$ cat src/rtl/ili9341_spi_receiver.sv
`default_nettype none
// ============================================================================
//  Module   : ili9341_spi_receiver
//  Purpose  : Display-side decoder for a 4-wire ILI9341 SPI stream. The bus is
//             oversampled on clk, bytes are reassembled, and the
//             CASET / PASET / RAMWR commands are decoded into per-pixel writes
//             carrying (x, y) coordinates and RGB565 data.
//  Ports    : clk         system clock (>= 4x spi_sck)
//             rst         synchronous reset, active-low
//             spi_sck     SPI clock, mode 0, asynchronous to clk
//             spi_mosi    SPI data, MSB first
//             spi_cs      chip select, active-low
//             spi_dc      0 = command byte, 1 = data byte
//             cmd_valid   one-cycle pulse per completed command byte
//             cmd_byte    last command byte, held until the next command
//             pix_valid   one-cycle pulse per completed pixel
//             pix_x/pix_y pixel coordinates, valid with pix_valid
//             pix_data    RGB565 pixel value
//             frame_done  pulse with the pixel that closes the window
//             pix_count   (ILI_RX_STATS_EN only) pixels since reset / RAMWR
//             frame_count (ILI_RX_STATS_EN only) frames since reset / RAMWR
//  Options  : define ILI_RX_STATS_EN to add the pix_count / frame_count ports.
//  Revision : 1.0 - initial release
// ============================================================================
module ili9341_spi_receiver #(
    parameter int H_RES   = 240,
    parameter int V_RES   = 320,
    parameter int COORD_W = 9
) (
    input  logic               clk,
    input  logic               rst,
    input  logic               spi_sck,
    input  logic               spi_mosi,
    input  logic               spi_cs,
    input  logic               spi_dc,
    output logic               cmd_valid,
    output logic [7:0]         cmd_byte,
    output logic               pix_valid,
    output logic [COORD_W-1:0] pix_x,
    output logic [COORD_W-1:0] pix_y,
    output logic [15:0]        pix_data,
    output logic               frame_done
`ifdef ILI_RX_STATS_EN
    ,
    output logic [31:0]        pix_count,
    output logic [15:0]        frame_count
`endif
);

    localparam logic [COORD_W-1:0] c_xe_rst = COORD_W'(H_RES - 1);
    localparam logic [COORD_W-1:0] c_ye_rst = COORD_W'(V_RES - 1);
    localparam logic [COORD_W-1:0] c_one    = COORD_W'(1);

    localparam logic [7:0] c_cmd_caset = 8'h2A;
    localparam logic [7:0] c_cmd_paset = 8'h2B;
    localparam logic [7:0] c_cmd_ramwr = 8'h2C;

    localparam logic [2:0] S_IDLE  = 3'd0;
    localparam logic [2:0] S_CASET = 3'd1;
    localparam logic [2:0] S_PASET = 3'd2;
    localparam logic [2:0] S_RAMWR = 3'd3;
    localparam logic [2:0] S_OTHER = 3'd4;

    // ------------------------------------------------------------------
    // Input synchronizers (two flops each) plus a delayed sck for edge
    // detection.
    // ------------------------------------------------------------------
    logic r_sck_meta, r_sck_sync, r_sck_prev;
    logic r_mosi_meta, r_mosi_sync;
    logic r_cs_meta, r_cs_sync;
    logic r_dc_meta, r_dc_sync;
    logic w_sck_rise;

    always_ff @(posedge clk) begin
        if (!rst) begin
            r_sck_meta  <= 1'b0;
            r_sck_sync  <= 1'b0;
            r_sck_prev  <= 1'b0;
            r_mosi_meta <= 1'b0;
            r_mosi_sync <= 1'b0;
            r_cs_meta   <= 1'b1;
            r_cs_sync   <= 1'b1;
            r_dc_meta   <= 1'b0;
            r_dc_sync   <= 1'b0;
        end else begin
            r_sck_meta  <= spi_sck;
            r_sck_sync  <= r_sck_meta;
            r_sck_prev  <= r_sck_sync;
            r_mosi_meta <= spi_mosi;
            r_mosi_sync <= r_mosi_meta;
            r_cs_meta   <= spi_cs;
            r_cs_sync   <= r_cs_meta;
            r_dc_meta   <= spi_dc;
            r_dc_sync   <= r_dc_meta;
        end
    end

    assign w_sck_rise = r_sck_sync & ~r_sck_prev;

    // ------------------------------------------------------------------
    // Byte assembly. A completed byte is strobed once, then passed through
    // one more register stage so that the decoded outputs land exactly four
    // clk cycles after the raw sck is first seen high.
    // ------------------------------------------------------------------
    logic [2:0] r_bit_cnt;
    logic [6:0] r_shift;
    logic       r_byte_stb;
    logic [7:0] r_byte;
    logic       r_byte_dc;
    logic       r_stb_q;
    logic [7:0] r_byte_q;
    logic       r_dc_q;

    always_ff @(posedge clk) begin
        if (!rst) begin
            r_bit_cnt  <= 3'd0;
            r_shift    <= 7'd0;
            r_byte_stb <= 1'b0;
            r_byte     <= 8'd0;
            r_byte_dc  <= 1'b0;
        end else begin
            r_byte_stb <= 1'b0;
            if (r_cs_sync) begin
                // Deselect drops any partial byte; stale shift bits are
                // overwritten by the next eight edges.
                r_bit_cnt <= 3'd0;
            end else if (w_sck_rise) begin
                r_shift <= {r_shift[5:0], r_mosi_sync};
                if (r_bit_cnt == 3'd7) begin
                    r_byte_stb <= 1'b1;
                    r_byte     <= {r_shift, r_mosi_sync};
                    r_byte_dc  <= r_dc_sync;
                    r_bit_cnt  <= 3'd0;
                end else begin
                    r_bit_cnt <= r_bit_cnt + 3'd1;
                end
            end
        end
    end

    always_ff @(posedge clk) begin
        if (!rst) begin
            r_stb_q  <= 1'b0;
            r_byte_q <= 8'd0;
            r_dc_q   <= 1'b0;
        end else begin
            r_stb_q  <= r_byte_stb;
            r_byte_q <= r_byte;
            r_dc_q   <= r_byte_dc;
        end
    end

    // ------------------------------------------------------------------
    // Command FSM
    // ------------------------------------------------------------------
    logic [2:0] r_state;
    logic [2:0] w_state_nxt;
    logic       w_is_cmd;
    logic       w_is_data;

    assign w_is_cmd  = r_stb_q & ~r_dc_q;
    assign w_is_data = r_stb_q &  r_dc_q;

    always_ff @(posedge clk) begin
        if (!rst) begin
            r_state <= S_IDLE;
        end else begin
            r_state <= w_state_nxt;
        end
    end

    always_comb begin
        w_state_nxt = r_state;
        if (w_is_cmd) begin
            case (r_byte_q)
                c_cmd_caset: w_state_nxt = S_CASET;
                c_cmd_paset: w_state_nxt = S_PASET;
                c_cmd_ramwr: w_state_nxt = S_RAMWR;
                default:     w_state_nxt = S_OTHER;
            endcase
        end
    end

    // ------------------------------------------------------------------
    // Window, write pointer and output datapath
    // ------------------------------------------------------------------
    logic [COORD_W-1:0] r_xs, r_xe, r_ys, r_ye;
    logic [COORD_W-1:0] r_x, r_y;
    logic [2:0]         r_param_cnt;
    logic [15:0]        r_param_start;
    logic [7:0]         r_param_end_hi;
    logic [7:0]         r_hi;
    logic               r_have_hi;
    logic               w_pix_fire;
    logic               w_frame_fire;
    logic [15:0]        w_param_end;
    logic [COORD_W-1:0] w_new_start;
    logic [COORD_W-1:0] w_new_end;

    assign w_pix_fire   = w_is_data & (r_state == S_RAMWR) & r_have_hi;
    assign w_frame_fire = w_pix_fire & (r_x == r_xe) & (r_y == r_ye);
    assign w_param_end  = {r_param_end_hi, r_byte_q};
    assign w_new_start  = r_param_start[COORD_W-1:0];
    assign w_new_end    = w_param_end[COORD_W-1:0];

    always_ff @(posedge clk) begin
        if (!rst) begin
            cmd_valid      <= 1'b0;
            cmd_byte       <= 8'd0;
            pix_valid      <= 1'b0;
            pix_x          <= '0;
            pix_y          <= '0;
            pix_data       <= 16'd0;
            frame_done     <= 1'b0;
            r_xs           <= '0;
            r_xe           <= c_xe_rst;
            r_ys           <= '0;
            r_ye           <= c_ye_rst;
            r_x            <= '0;
            r_y            <= '0;
            r_param_cnt    <= 3'd0;
            r_param_start  <= 16'd0;
            r_param_end_hi <= 8'd0;
            r_hi           <= 8'd0;
            r_have_hi      <= 1'b0;
        end else begin
            cmd_valid  <= 1'b0;
            pix_valid  <= 1'b0;
            frame_done <= 1'b0;

            // Deselect discards a half-received pixel. A byte strobe in the
            // same cycle still belongs to the selected transfer, so the
            // assignments below take precedence.
            if (r_cs_sync) begin
                r_have_hi <= 1'b0;
            end

            if (w_is_cmd) begin
                cmd_valid   <= 1'b1;
                cmd_byte    <= r_byte_q;
                r_param_cnt <= 3'd0;
                if (r_byte_q == c_cmd_ramwr) begin
                    r_x       <= r_xs;
                    r_y       <= r_ys;
                    r_have_hi <= 1'b0;
                end
            end else if (w_is_data) begin
                case (r_state)
                    S_CASET, S_PASET: begin
                        // Parameter count saturates at 4 so extra bytes
                        // are ignored.
                        if (r_param_cnt != 3'd4) begin
                            r_param_cnt <= r_param_cnt + 3'd1;
                            case (r_param_cnt)
                                3'd0: r_param_start[15:8] <= r_byte_q;
                                3'd1: r_param_start[7:0]  <= r_byte_q;
                                3'd2: r_param_end_hi      <= r_byte_q;
                                default: begin
                                    if (r_state == S_CASET) begin
                                        r_xs <= w_new_start;
                                        r_xe <= w_new_end;
                                    end else begin
                                        r_ys <= w_new_start;
                                        r_ye <= w_new_end;
                                    end
                                end
                            endcase
                        end
                    end
                    S_RAMWR: begin
                        if (!r_have_hi) begin
                            r_hi      <= r_byte_q;
                            r_have_hi <= 1'b1;
                        end else begin
                            r_have_hi  <= 1'b0;
                            pix_valid  <= 1'b1;
                            pix_x      <= r_x;
                            pix_y      <= r_y;
                            pix_data   <= {r_hi, r_byte_q};
                            frame_done <= w_frame_fire;
                            if (r_x == r_xe) begin
                                r_x <= r_xs;
                                if (r_y == r_ye) begin
                                    r_y <= r_ys;
                                end else begin
                                    r_y <= r_y + c_one;
                                end
                            end else begin
                                r_x <= r_x + c_one;
                            end
                        end
                    end
                    default: begin
                    end
                endcase
            end
        end
    end

`ifdef ILI_RX_STATS_EN
    // ------------------------------------------------------------------
    // Pixel / frame statistics, restarted by every RAMWR command.
    // ------------------------------------------------------------------
    always_ff @(posedge clk) begin
        if (!rst) begin
            pix_count   <= 32'd0;
            frame_count <= 16'd0;
        end else if (w_is_cmd && (r_byte_q == c_cmd_ramwr)) begin
            pix_count   <= 32'd0;
            frame_count <= 16'd0;
        end else begin
            if (w_pix_fire) begin
                pix_count <= pix_count + 32'd1;
            end
            if (w_frame_fire) begin
                frame_count <= frame_count + 16'd1;
            end
        end
    end
`endif

endmodule
`default_nettype wire
$ cat config.mk
export PLATFORM = sky130hd
export DESIGN_NAME = ili9341_spi_receiver
export DESIGN_NICKNAME = d
export VERILOG_FILES = /design/src/rtl/ili9341_spi_receiver.sv
export SDC_FILE = /design/constraint.sdc
export NUM_CORES = 1
export LEC_CHECK = 0
export BUFFER_PORTS_ARGS = -buffer_cell sky130_fd_sc_hd__buf_4
export CAP_MARGIN = 20
export CORE_ASPECT_RATIO = 1.1
export CORE_MARGIN = 2
export CORE_UTILIZATION = 54
export DETAILED_ROUTE_END_ITERATION = 10
export PLACE_DENSITY_LB_ADDON = 0.05
export REMOVE_ABC_BUFFERS = 1
export SLEW_MARGIN = 20
export SYNTH_ARGS = -nofsm -noshare
export SYNTH_HDL_FRONTEND = slang
export SYNTH_SLANG_ARGS = --single-unit
export TNS_END_PERCENT = 30
$ cat constraint.sdc
create_clock -name clk -period 1.8 [get_ports clk]
set_clock_uncertainty 0.05 [all_clocks]
set_input_delay 0.36 -clock clk [delete_from_list [all_inputs] [get_ports clk]]
set_output_delay 0.36 -clock clk [all_outputs]
set_load 0.01 [all_outputs]
Word level (Yosys, flattened, before mapping) --
Cells that the tools add are included.
Word-level totals: register bits 163, output and inout bits 45, input port bits 6
Cells by class: muxes and demuxes 24, equality and inequality tests 13, bitwise logic cells 18, reduce and logical (&&, ||, !) cells 24, add/sub/neg operators 4
Operator list (count):
- 9-bit two-way mux | 13
- 8-bit by 6-bit == test with 1-bit output (second input constant) | 3
- 5-bit AND reduction | 4
- 9-bit by 1-bit adder with 9-bit output (second input constant) | 2
- 9-bit == test | 2
- 4-bit AND reduction | 3
- 6-bit AND reduction | 2
- 1-bit inverter | 11
- 3-bit by 2-bit == test with 1-bit output (second input constant) | 3
- 1-bit two-way mux | 9
- 3-bit one-hot mux with 3 select lines | 1
- 2-bit nonzero test | 4
- 1-bit AND | 7
- 3-bit by 1-bit adder with 3-bit output (second input constant) | 2
- 3-bit by 1-bit == test with 1-bit output (second input constant) | 2
- 3-bit AND reduction | 2
- 2-bit OR reduction | 3
- 3-bit OR reduction | 2
- 5-bit OR reduction | 1
- 4-bit OR reduction | 1
- 3-bit == test (second input constant) | 1
- 3-bit logical NOT | 1
- 3-bit two-way mux | 1
- 3-bit inequality test (second input constant) | 1
- 2 further kinds | 2

Depth between registers and ports, before layout --
Gate-level depths: netlist of run 1.
depth in word-level cells 7, gate-level depth with buffers 9, gate-level depth less buffers 7

Worst setup path after synthesis of run 1 --
Ideal clock, no wire load.
kind register -> register, start point register r_param_cnt[0], end point register r_ye[4], buffers on the path 2, path slack -0.153 ns, arrival 1.774 ns, cell stages (with the launch flop) 10, period minus slack after synthesis 1.953 ns, setup time 0.129 ns, cells stage by stage dfxtp_1 > inv_1 > ha_1 > nor2_1 > nor2_1 > nor4_1 > buf_2 > buf_2 > mux2i_1 > nand2_1
On the way: cells in the longest elaborated chain, start to end 4
Ends and longest elaborated chain:
- from (decl) | RTL line 189 | logic [2:0] r_param_cnt;
- from (signal assigned) | RTL line 253 | r_param_cnt <= r_param_cnt + 3'd1;
- 3-bit by 2-bit == test with 1-bit output, or another cell as far along | RTL line 254 | case (r_param_cnt)
- 3-bit OR reduction (no source line)
- 1-bit inverter (no source line)
- 6-bit AND reduction (no source line) (*)
- to (signal assigned) | RTL line 218 | r_ye <= c_ye_rst;
- to (signal assigned) | RTL line 264 | r_ye <= w_new_end;
- to (decl) | RTL line 187 | logic [COORD_W-1:0] r_xs, r_xe, r_ys, r_ye;
Every way passes the cells marked *; elsewhere a longest branch is shown, timed or not. A chain may end at the register's enable or synchronous reset.

Worst setup path after layout of run 1 --
start point register r_x[5], end point register r_x[6]
On the way: cells in the longest elaborated chain, start to end 6
Ends and longest elaborated chain:
- from (decl) | RTL line 188 | logic [COORD_W-1:0] r_x, r_y;
- from (signal assigned) | RTL line 243 | r_x <= r_xs;
- from (signal assigned) | RTL line 282 | r_x <= r_xs;
- from (signal assigned) | RTL line 289 | r_x <= r_x + c_one;
- 9-bit by 1-bit adder with 9-bit output / 9-bit == test (equally long branches) | RTL line 289, 281
- 9-bit two-way mux (*) | RTL line 281 | if (r_x == r_xe) begin
- 9-bit two-way mux (*) | RTL line 271 | if (!r_have_hi) begin
- 9-bit two-way mux (*) | RTL line 248 | case (r_state)
- 9-bit two-way mux (*) | RTL line 247 | end else if (w_is_data) begin
- 9-bit two-way mux (*) | RTL line 238 | if (w_is_cmd) begin
Every way passes the cells marked *; elsewhere a longest branch is shown, timed or not. The select of a mux whose other input is x is not followed.

==> flow_summary.toml, run 1 <==
[run_status]
status = "finished, violations left"
violations = "negative setup slack"

[logic_synthesis]
syn_avg_cell_area_sq_um = 9.227
yosys.area.top_type = "dfxtp_1"
ys_seq_area_share_pct = 48.38
synthArstFlopShare_pct = 0
netlist.area_leader.share_pct = 48.38
synth-seq-cells = 163
synthCells = 731
synthFlopType = "dfxtp_1"
yosys-top-cells-area = "dfxtp_1 48%, mux2i_1 9.1%, nand2_1 8.6%, a21boi_0 6.7%, nor2b_1 4.1%"
ys_types = 52
synth_edf_count = 0
synth_warnings = 0
syn_area_sq_um = 6745

[placement]
place.gp.congestion = 0.8625
place_area_sq_um = 7604
post-place-ws_ns = -0.1004
port_buffers = 50
dp_hpwl_um = 10570
place_inst = 946

[layout]
utilization_pct = 69.09
design_area_sq_um = 8387
regMostFlops = "pix_data"
seqCellArea_sq_um = 3277
drive_above_1_share_pct = 21.71
multiInputGateArea_sq_um = 3383
largest_reg_flops = 16
layout.cells.non_filler = 983
final_nets = 832
n_fill_cell = 957
antenna_cells = 0
area_growth_pct = 24.34

[floorplan]
rows = 42
ioPinCount = 51
core-area_sq_um = 12140
die_width_um = 110.6
chipHeight_um = 121.2
die-area_sq_um = 13400
initial_core_util_pct = 55.57

[critical_path]
slowest_delay_ns = 0.38
worst-path-buf-inv = 1
crit_type = "reg2reg"
path_delay_family = "simple AND/OR/NAND/NOR gates"
required_ns = 2.06
end_kind = "flip-flop"
crit_arrival_ns = 2.07
path_max_fanout = 11
worst_path_max_delay_cell = "nor4_2"
cp_cell_sequence = "xor2_1 -> nor4_2 -> a31oi_2 -> buf_12 -> mux2i_1 -> o22ai_1 -> and2_1"
cp-start-kind = "flip-flop"

[power_and_ir_drop]
power_density_nw_per_um2 = 854.0
ir_worst_vdd_mv = 0.5606
p_leak_nw = 3.165

[clock_network]
cts_tree = "yes"
clk_latency_ns = 0.42
numCtsBuffers = 17
clk_path_buf_depth = 2
clk_pin_slew_ns = 0.06
cts_root_buf = "clkbuf_16"
htree_levels = 4
cts.sinks = 163

[route]
via_per_inst = 5.305
wl_met1_um = 6830
wl_um = 15700
drtIter0Drc = 267
final_antenna_net_count = 0
drt_first_pass_iters = 7
num_vias = 5215
wl_met3_um = 555
route.met2.wl_um = 8004
drt-wirelength-per-cell_um = 15.97
top_layer_used = "met4"
drc = 0

[grt]
grt_pass1_vias = 5043
grtUsageTotal_pct = 24.05
antenna_found_initial = 0
grt_max_degree = 100
grt_remaining_overflow = 0
grt_pass1_wl_um = 25360

[sta]
finalCriticalPeriod_ns = 1.811
period_share_pct = 100.6
fmax_mhz = 552.2
holdWs_ns = 0.06892
rsz0062_at_grt = "true"
setup_viol = 4
finalMaxSlewViolations = 0
hold_viol = 0
tightest_slew_ns = 0.5561
timing.slew.headroom_pct = 62.81
layout_setup_ws_ns = -0.01085

[hold_path]
hold_path.class = "in2reg"

[run]
max_cap_violations = 0
## area by class of cell
| cell class | instances | area share [%] |
|---|---|---|
| flip-flops and latches | 163 | 39.07 |
| repair buffers | 112 | 11.29 |
| clock inverters | 6 | 0.9548 |
| well taps | 154 | 2.297 |
| inverters | 8 | 0.4177 |
| clock buffers | 24 | 5.624 |
| multi-input cells | 516 | 40.34 |
## cells by family (layout without fill, tap and decap cells)
kind of cell	Yosys count	after routing	share of synthesized area (%)
AND/OR/NAND/NOR	307	307	22.56
flip-flops	163	163	48.38
AO/OA/AOI/OAI	117	117	12.13
multiplexers	62	62	9.219
buffers and inverters	52	150	3.376
XOR/XNOR	22	22	2.857
adder cells (fa/ha/maj)	8	8	1.484
## Yosys cell counts, types with 2 or more instances
cell / number
and2_1: 27
or3_1: 3
a21boi_0: 60
mux2i_1: 61
a31oi_1: 2
xor2_1: 16
a22oi_1: 6
nor2b_1: 44
clkbuf_1: 34
xnor2_1: 6
o22ai_1: 10
or2_2: 3
nand2b_1: 6
buf_6: 2
buf_4: 3
buf_2: 5
inv_1: 8
nor2_1: 22
nor4_1: 3
and3_1: 3
nor4_2: 2
nand2_1: 154
ha_1: 8
nand3_1: 11
nor3b_1: 3
dfxtp_1: 163
and4b_1: 2
o21ai_0: 15
nor3_1: 11
a21oi_1: 15
nand4b_1: 2
## layout by cell type, fill, tap and decap left out, types with 6 or more instances in the layout
| master | synthesis | final |
|---|---|---|
| and2_1 | 27 | 27 |
| a22oi_1 | 6 | 6 |
| nor2_1 | 22 | 20 |
| nand2b_1 | 6 | 6 |
| dfxtp_1 | 163 | 156 |
| o21ai_0 | 15 | 14 |
| nor2b_1 | 44 | 44 |
| inv_1 | 8 | 6 |
| clkbuf_16 | 0 | 17 |
| o22ai_1 | 10 | 8 |
| a21boi_0 | 60 | 60 |
| xnor2_1 | 6 | 6 |
| buf_4 | 3 | 103 |
| a21oi_1 | 15 | 15 |
| nor3_1 | 11 | 10 |
| xor2_1 | 16 | 16 |
| mux2i_1 | 61 | 59 |
| nand2_1 | 154 | 152 |
| nand3_1 | 11 | 10 |
## routing by layer
metal  track usage (%)  vias to the layer above
li1                  -                     2620
met1             29.17                     2479
met2             41.76                       99
met3             5.445                       17
met4             9.297                        0
met5                 0                        -
## where the power goes
part / switching [W] / internal, W / total [W]
Sequential: 0.00000249 / 0.00361 / 0.00362
Combinational: 0.0000576 / 0.0000502 / 0.000108
Clock: 0.00135 / 0.00209 / 0.00344
## per-stage QoR
step	power [W]	setup TNS [ns]
6_report	0.007162	-0.02426
3_3_place_gp	0.003806	-0.1952
4_1_cts	0.007219	0
3_5_place_dp	0.003807	-2.204
2_1_floorplan	0.003739	-80.70
5_1_grt	0.007372	-1.783
## worst register-to-register path, delay by kind of cell (launching register included)
family | cells | cell delay, ns
AO/OA/AOI/OAI | 2 | 0.26
AND/OR/NAND/NOR | 2 | 0.55
buffers and inverters | 1 | 0.18
XOR/XNOR | 1 | 0.16
multiplexers | 1 | 0.17
flip-flops | 1 | 0.33
## path summary, 6_finish.rpt
kind,start,to,slack [ns],cells past startpoint
worst max-delay path,r_x[5]$_SDFFE_PN0P_,r_x[6]$_SDFFE_PN0P_,-0.01,7
worst min-delay path,spi_cs,r_cs_meta$_SDFF_PN1_,0.07,2
worst max register to register,r_x[5]$_SDFFE_PN0P_,r_x[6]$_SDFFE_PN0P_,-0.01,7
worst min register to register,r_cs_meta$_SDFF_PN1_,r_cs_sync$_SDFF_PN1_,0.37,1
## timing repair
item                                    CTS  global route
pin swaps                                 4             4
hold buffers                              0             0
endpoints found under the setup margin   48            60
gates resized for setup                  14            30
cloned                                    3             1
setup buffers                             3             1
Note: power is estimated with default switching activity, not from simulation.
==> inputs of run 2 (changes only) <==
SKIP_CTS_REPAIR_TIMING = 1   (was unset)
==> flow_summary.toml, run 2 (synthesis gave the netlist of run 1 again) <==
[run_status]
status = "finished, violations left"
violations = "negative setup slack"

[critical_path]
crit_arrival_ns = 2.15
cp-start-kind = "flip-flop"
slowest_delay_ns = 0.37
crit_type = "reg2reg"
worst_path_max_delay_cell = "dfxtp_2"
end_kind = "flip-flop"
required_ns = 2.11
cp_cell_sequence = "ha_1 -> nand3_1 -> or2_2 -> nor3_1 -> mux2i_1 -> o22ai_1 -> and2_1"
worst-path-buf-inv = 0
path_max_fanout = 4
path_delay_family = "simple AND/OR/NAND/NOR gates"

[clock_network]
numCtsBuffers = 17
htree_levels = 4
clk_latency_ns = 0.42
clk_path_buf_depth = 2
cts_tree = "yes"
cts.sinks = 163
cts_root_buf = "clkbuf_16"
clk_pin_slew_ns = 0.06

[layout]
antenna_cells = 0
regMostFlops = "pix_data"
final_common_cell = "dfxtp_1"
utilization_pct = 68.78
design_area_sq_um = 8349
drive_above_1_share_pct = 20.77
area_growth_pct = 23.78
final_cell_mix = "156 x dfxtp_1, 153 x nand2_1, 103 x buf_4"
final_nets = 831
largest_reg_flops = 16

[grt]
grt_remaining_overflow = 0
grt_pass1_wl_um = 24870
grt_max_degree = 100
antenna_found_initial = 0
grt_pass1_vias = 5013
grtUsageTotal_pct = 23.55

[power_and_ir_drop]
p_clk_share_pct = 48.0
p_sw_share_pct = 19.59
p_leak_nw = 3.152
power_density_nw_per_um2 = 857.0
combPwrFrac_pct = 1.5
power.total_w = 0.007155
ir_worst_vdd_mv = 0.5496
intPower_w = 0.005753
switchingPower_w = 0.001402
pwr-share-seq_pct = 50.5

[placement]
place_area_sq_um = 7604
port_buffers = 50
place.gp.congestion = 0.8625
dp_hpwl_um = 10570

[hold_path]
hold_path.class = "in2reg"

[sta]
setup_viol = 5
hold_viol = 0
finalCriticalPeriod_ns = 1.833
timing.slew.headroom_pct = 62.30
layout_setup_ws_ns = -0.03316
fmax_mhz = 545.5
finalMaxSlewViolations = 0
period_share_pct = 101.8
tightest_slew_ns = 0.5637
rsz0062_at_grt = "true"

[floorplan]
core-area_sq_um = 12140
rows = 42
ioPinCount = 51
chipHeight_um = 121.2
die_width_um = 110.6
initial_core_util_pct = 55.57
die-area_sq_um = 13400

[route]
num_vias = 5258
drtIter0Drc = 258
drt-wirelength-per-cell_um = 16.07
wl_um = 15780
drt_first_pass_iters = 6
drc = 0
final_antenna_net_count = 0
via_per_inst = 5.354

[run]
max_cap_violations = 0
==> run 2: changes by cell type in the layout (fill, tap and decap cells not counted), moves of 2 or more <==
cell       delta
buf_12        +2
buf_6         -2
bufbuf_16     -2
clkbuf_16     +2
o22ai_1       +2
o22ai_2       -2
==> run 2: per-layer routing <==
metal / GRT usage, % / vias up / wire [um]
met5: 0 / - / 0
met4: 9.453 / 0 / 306
met3: 5.345 / 20 / 556
met2: 40.76 / 123 / 8067
met1: 28.53 / 2495 / 6850
li1: - / 2620 / -
==> run 2: worst register-to-register path: cells and delay by family, from the launching register on <==
family / cells / cell delay, ns
simple gates: 4 / 0.89
fa+ha+maj: 1 / 0.20
compound gates: 1 / 0.15
mux: 1 / 0.12
flops: 1 / 0.37
==> run 2: final timing paths <==
check / from / endpoint / slack [ns] / cells after the start
max reg2reg: r_x[0]$_SDFFE_PN0P_ / r_x[8]$_SDFFE_PN0P_ / -0.03 / 7
max: r_x[0]$_SDFFE_PN0P_ / r_x[8]$_SDFFE_PN0P_ / -0.03 / 7
min: spi_cs / r_cs_meta$_SDFF_PN1_ / 0.07 / 2
min reg2reg: r_cs_meta$_SDFF_PN1_ / r_cs_sync$_SDFF_PN1_ / 0.37 / 1
==> run 2: power by group through the flow <==
stage                     Sequential, W  Combinational, W  Clock (W)
final                           0.00362          0.000108    0.00343
after CTS                       0.00362          0.000109    0.00349
after detailed placement        0.00370          0.000108          0
after global placement          0.00370          0.000107          0
after global routing            0.00361          0.000117    0.00364
after floorplan                 0.00370         0.0000403          0
==> run 2: cell type report <==
cell class | count | area, sq um
clock buffers | 24 | 471.7
inverters | 8 | 35.03
flip-flops and latches | 163 | 3277
repair buffers | 111 | 934.6
clock inverters | 6 | 80.08
multi-input cells | 516 | 3358
fillers | 974 | 3790
well taps | 154 | 192.7
==> run 2: metrics by stage <==
stage	setup WS (ns)	cells	hold WS (ns)	setup TNS, ns
2_1_floorplan	-2.048	687	0.3363	-80.70
3_3_place_gp	-0.02440	946	0.3384	-0.1952
3_5_place_dp	-0.1004	946	0.3485	-2.204
4_1_cts	-0.1062	976	0.05419	-2.758
5_1_grt	-0.1148	982	0.07692	-1.665
6_report	-0.03316	982	0.06675	-0.1037
==> inputs of run 3 (changes only) <==
==> constraint.sdc (replaced) <==
create_clock -name clk -period 1.8 [get_ports clk]
set_clock_uncertainty 0.05 [all_clocks]
set_input_delay 0.27 -clock clk [delete_from_list [all_inputs] [get_ports clk]]
set_output_delay 0.27 -clock clk [all_outputs]
set_load 0.01 [all_outputs]
==> flow_summary.toml, run 3 (synthesis gave the netlist of run 1 again) <==
[route]
drt_first_pass_iters = 5
via_per_inst = 5.390
final_antenna_net_count = 0
drc = 0
wl_um = 16100
drtIter0Drc = 217
drt-wirelength-per-cell_um = 16.32
num_vias = 5315

[critical_path]
crit_arrival_ns = 2.15
end_kind = "flip-flop"
path_max_fanout = 7
required_ns = 2.10
worstRegToRegCells = 6
path_delay_family = "simple AND/OR/NAND/NOR gates"
cp.depth = 6
cp_cell_sequence = "xor2_2 -> nor4_4 -> nand2_2 -> o31ai_4 -> nand2_4 -> o22ai_1"
worst_path_max_delay_cell = "o31ai_4"
rr_startpoint = "r_xe[2]$_SDFFE_PN1P_"
worst-path-buf-inv = 0
cp-start-kind = "flip-flop"
slowest_delay_ns = 0.34
worstReg2RegEnd = "r_y[3]$_SDFFE_PN0P_"
reg2reg_slack_ns = -0.05
crit_type = "reg2reg"

[layout]
antenna_cells = 0
final_cell_mix = "154 x dfxtp_1, 152 x nand2_1, 102 x buf_4"
drive_above_1_share_pct = 23.68
area_growth_pct = 25.06
n_fill_cell = 970
final_nets = 833
utilization_pct = 69.49
largest_reg_flops = 16
final_common_cell = "dfxtp_1"
regMostFlops = "pix_data"
layout.cells.non_filler = 986

[hold_path]
holdCritStartpoint = "spi_mosi"
hold_path.class = "in2reg"
holdPathEnd = "r_mosi_meta$_SDFF_PN0_"
hold_depth = 2

[placement]
dp_hpwl_um = 10810
port_buffers = 50
place_inst = 946
place.gp.congestion = 0.8903

[clock_network]
clk_latency_ns = 0.42
htree_levels = 4
numCtsBuffers = 17
cts.sinks = 163
clk_path_buf_depth = 2
clk_pin_slew_ns = 0.06
cts_root_buf = "clkbuf_16"
cts_tree = "yes"

[floorplan]
chipHeight_um = 121.2
core-area_sq_um = 12140
die_width_um = 110.6
die-area_sq_um = 13400
initial_core_util_pct = 55.57
ioPinCount = 51
rows = 42

[sta]
finalCriticalPeriod_ns = 1.855
holdWs_ns = 0.004202
period_share_pct = 103.0
timing.slew.headroom_pct = 68.58
finalMaxSlewViolations = 0
layout_setup_ws_ns = -0.05482
setup_viol = 8
hold_viol = 0
fmax_mhz = 539.1
tightest_slew_ns = 0.4713
rsz0062_at_grt = "true"

[power_and_ir_drop]
intPower_w = 0.005546
switchingPower_w = 0.001497
combPwrFrac_pct = 1.7
p_sw_share_pct = 21.25
ir_worst_vdd_mv = 0.8737
p_leak_nw = 3.163
pwr-share-seq_pct = 51.3
power_density_nw_per_um2 = 834.8
p_clk_share_pct = 47.0

[grt]
grt_pass1_vias = 5126
grt_max_degree = 47
grt_pass1_wl_um = 25090
antenna_found_initial = 0
grtUsageTotal_pct = 23.63
grt_remaining_overflow = 0

[run_status]
status = "finished, violations left"
violations = "negative setup slack"

[run]
max_cap_violations = 0
run 3: how the worst max path moves through the flow:
| stage | start | to | slack (ns) |
|---|---|---|---|
| after floorplan | r_param_cnt[0]$_SDFFE_PP0P_ | r_ye[0]$_SDFFE_PN1P_ | -2.05 |
| after global placement | r_param_cnt[0]$_SDFFE_PP0P_ | r_xe[2]$_SDFFE_PN1P_ | -0.05 |
| after detailed placement | r_param_cnt[0]$_SDFFE_PP0P_ | r_xe[5]$_SDFFE_PN1P_ | -0.14 |
| after CTS | r_param_cnt[0]$_SDFFE_PP0P_ | r_xe[5]$_SDFFE_PN1P_ | -0.15 |
| after global routing | r_x[5]$_SDFFE_PN0P_ | r_y[2]$_SDFFE_PN0P_ | -0.12 |
| final | r_xe[2]$_SDFFE_PN1P_ | r_y[3]$_SDFFE_PN0P_ | -0.05 |
run 3: metrics by stage:
step	setup slack [ns]	power [W]	setup TNS, ns	area (sq um)
after floorplan	-2.048	0.003739	-80.70	6548
after global placement	-0.05078	0.003811	-0.6016	7604
after detailed placement	-0.1439	0.003816	-2.609	7604
after CTS	-0.1535	0.007103	-3.165	8148
after global routing	-0.1249	0.007254	-1.453	8436
final	-0.05482	0.007042	-0.1534	8436
run 3: layout make-up:
class | instances | area [sq um] | area share [%]
clock buffers | 17 | 425.4 | 5.043
clock inverters | 15 | 118.9 | 1.409
inverters | 8 | 30.03 | 0.3560
multi-input cells | 517 | 3427 | 40.63
flip-flops and latches | 163 | 3279 | 38.88
well taps | 154 | 192.7 | 2.284
repair buffers | 112 | 962.2 | 11.41
run 3: power by group through the flow:
stage / combinational, W / sequential [W] / clock (W)
after floorplan: 0.0000403 / 0.00370 / 0
after global placement: 0.000113 / 0.00370 / 0
after detailed placement: 0.000116 / 0.00370 / 0
after CTS: 0.000116 / 0.00362 / 0.00337
after global routing: 0.000125 / 0.00361 / 0.00351
final: 0.000116 / 0.00362 / 0.00331
run 3: per-layer routing:
layer | routed length (um) | vias up | share of wire, % | GRT usage [%]
met2 | 8270 | 99 | 51 | 42.71
met5 | 0 | - | 0 | 0
met1 | 6934 | 2567 | 43 | 27.62
li1 | - | 2623 | - | -
met4 | 391 | 0 | 2.4 | 9.922
met3 | 501 | 26 | 3.1 | 4.246
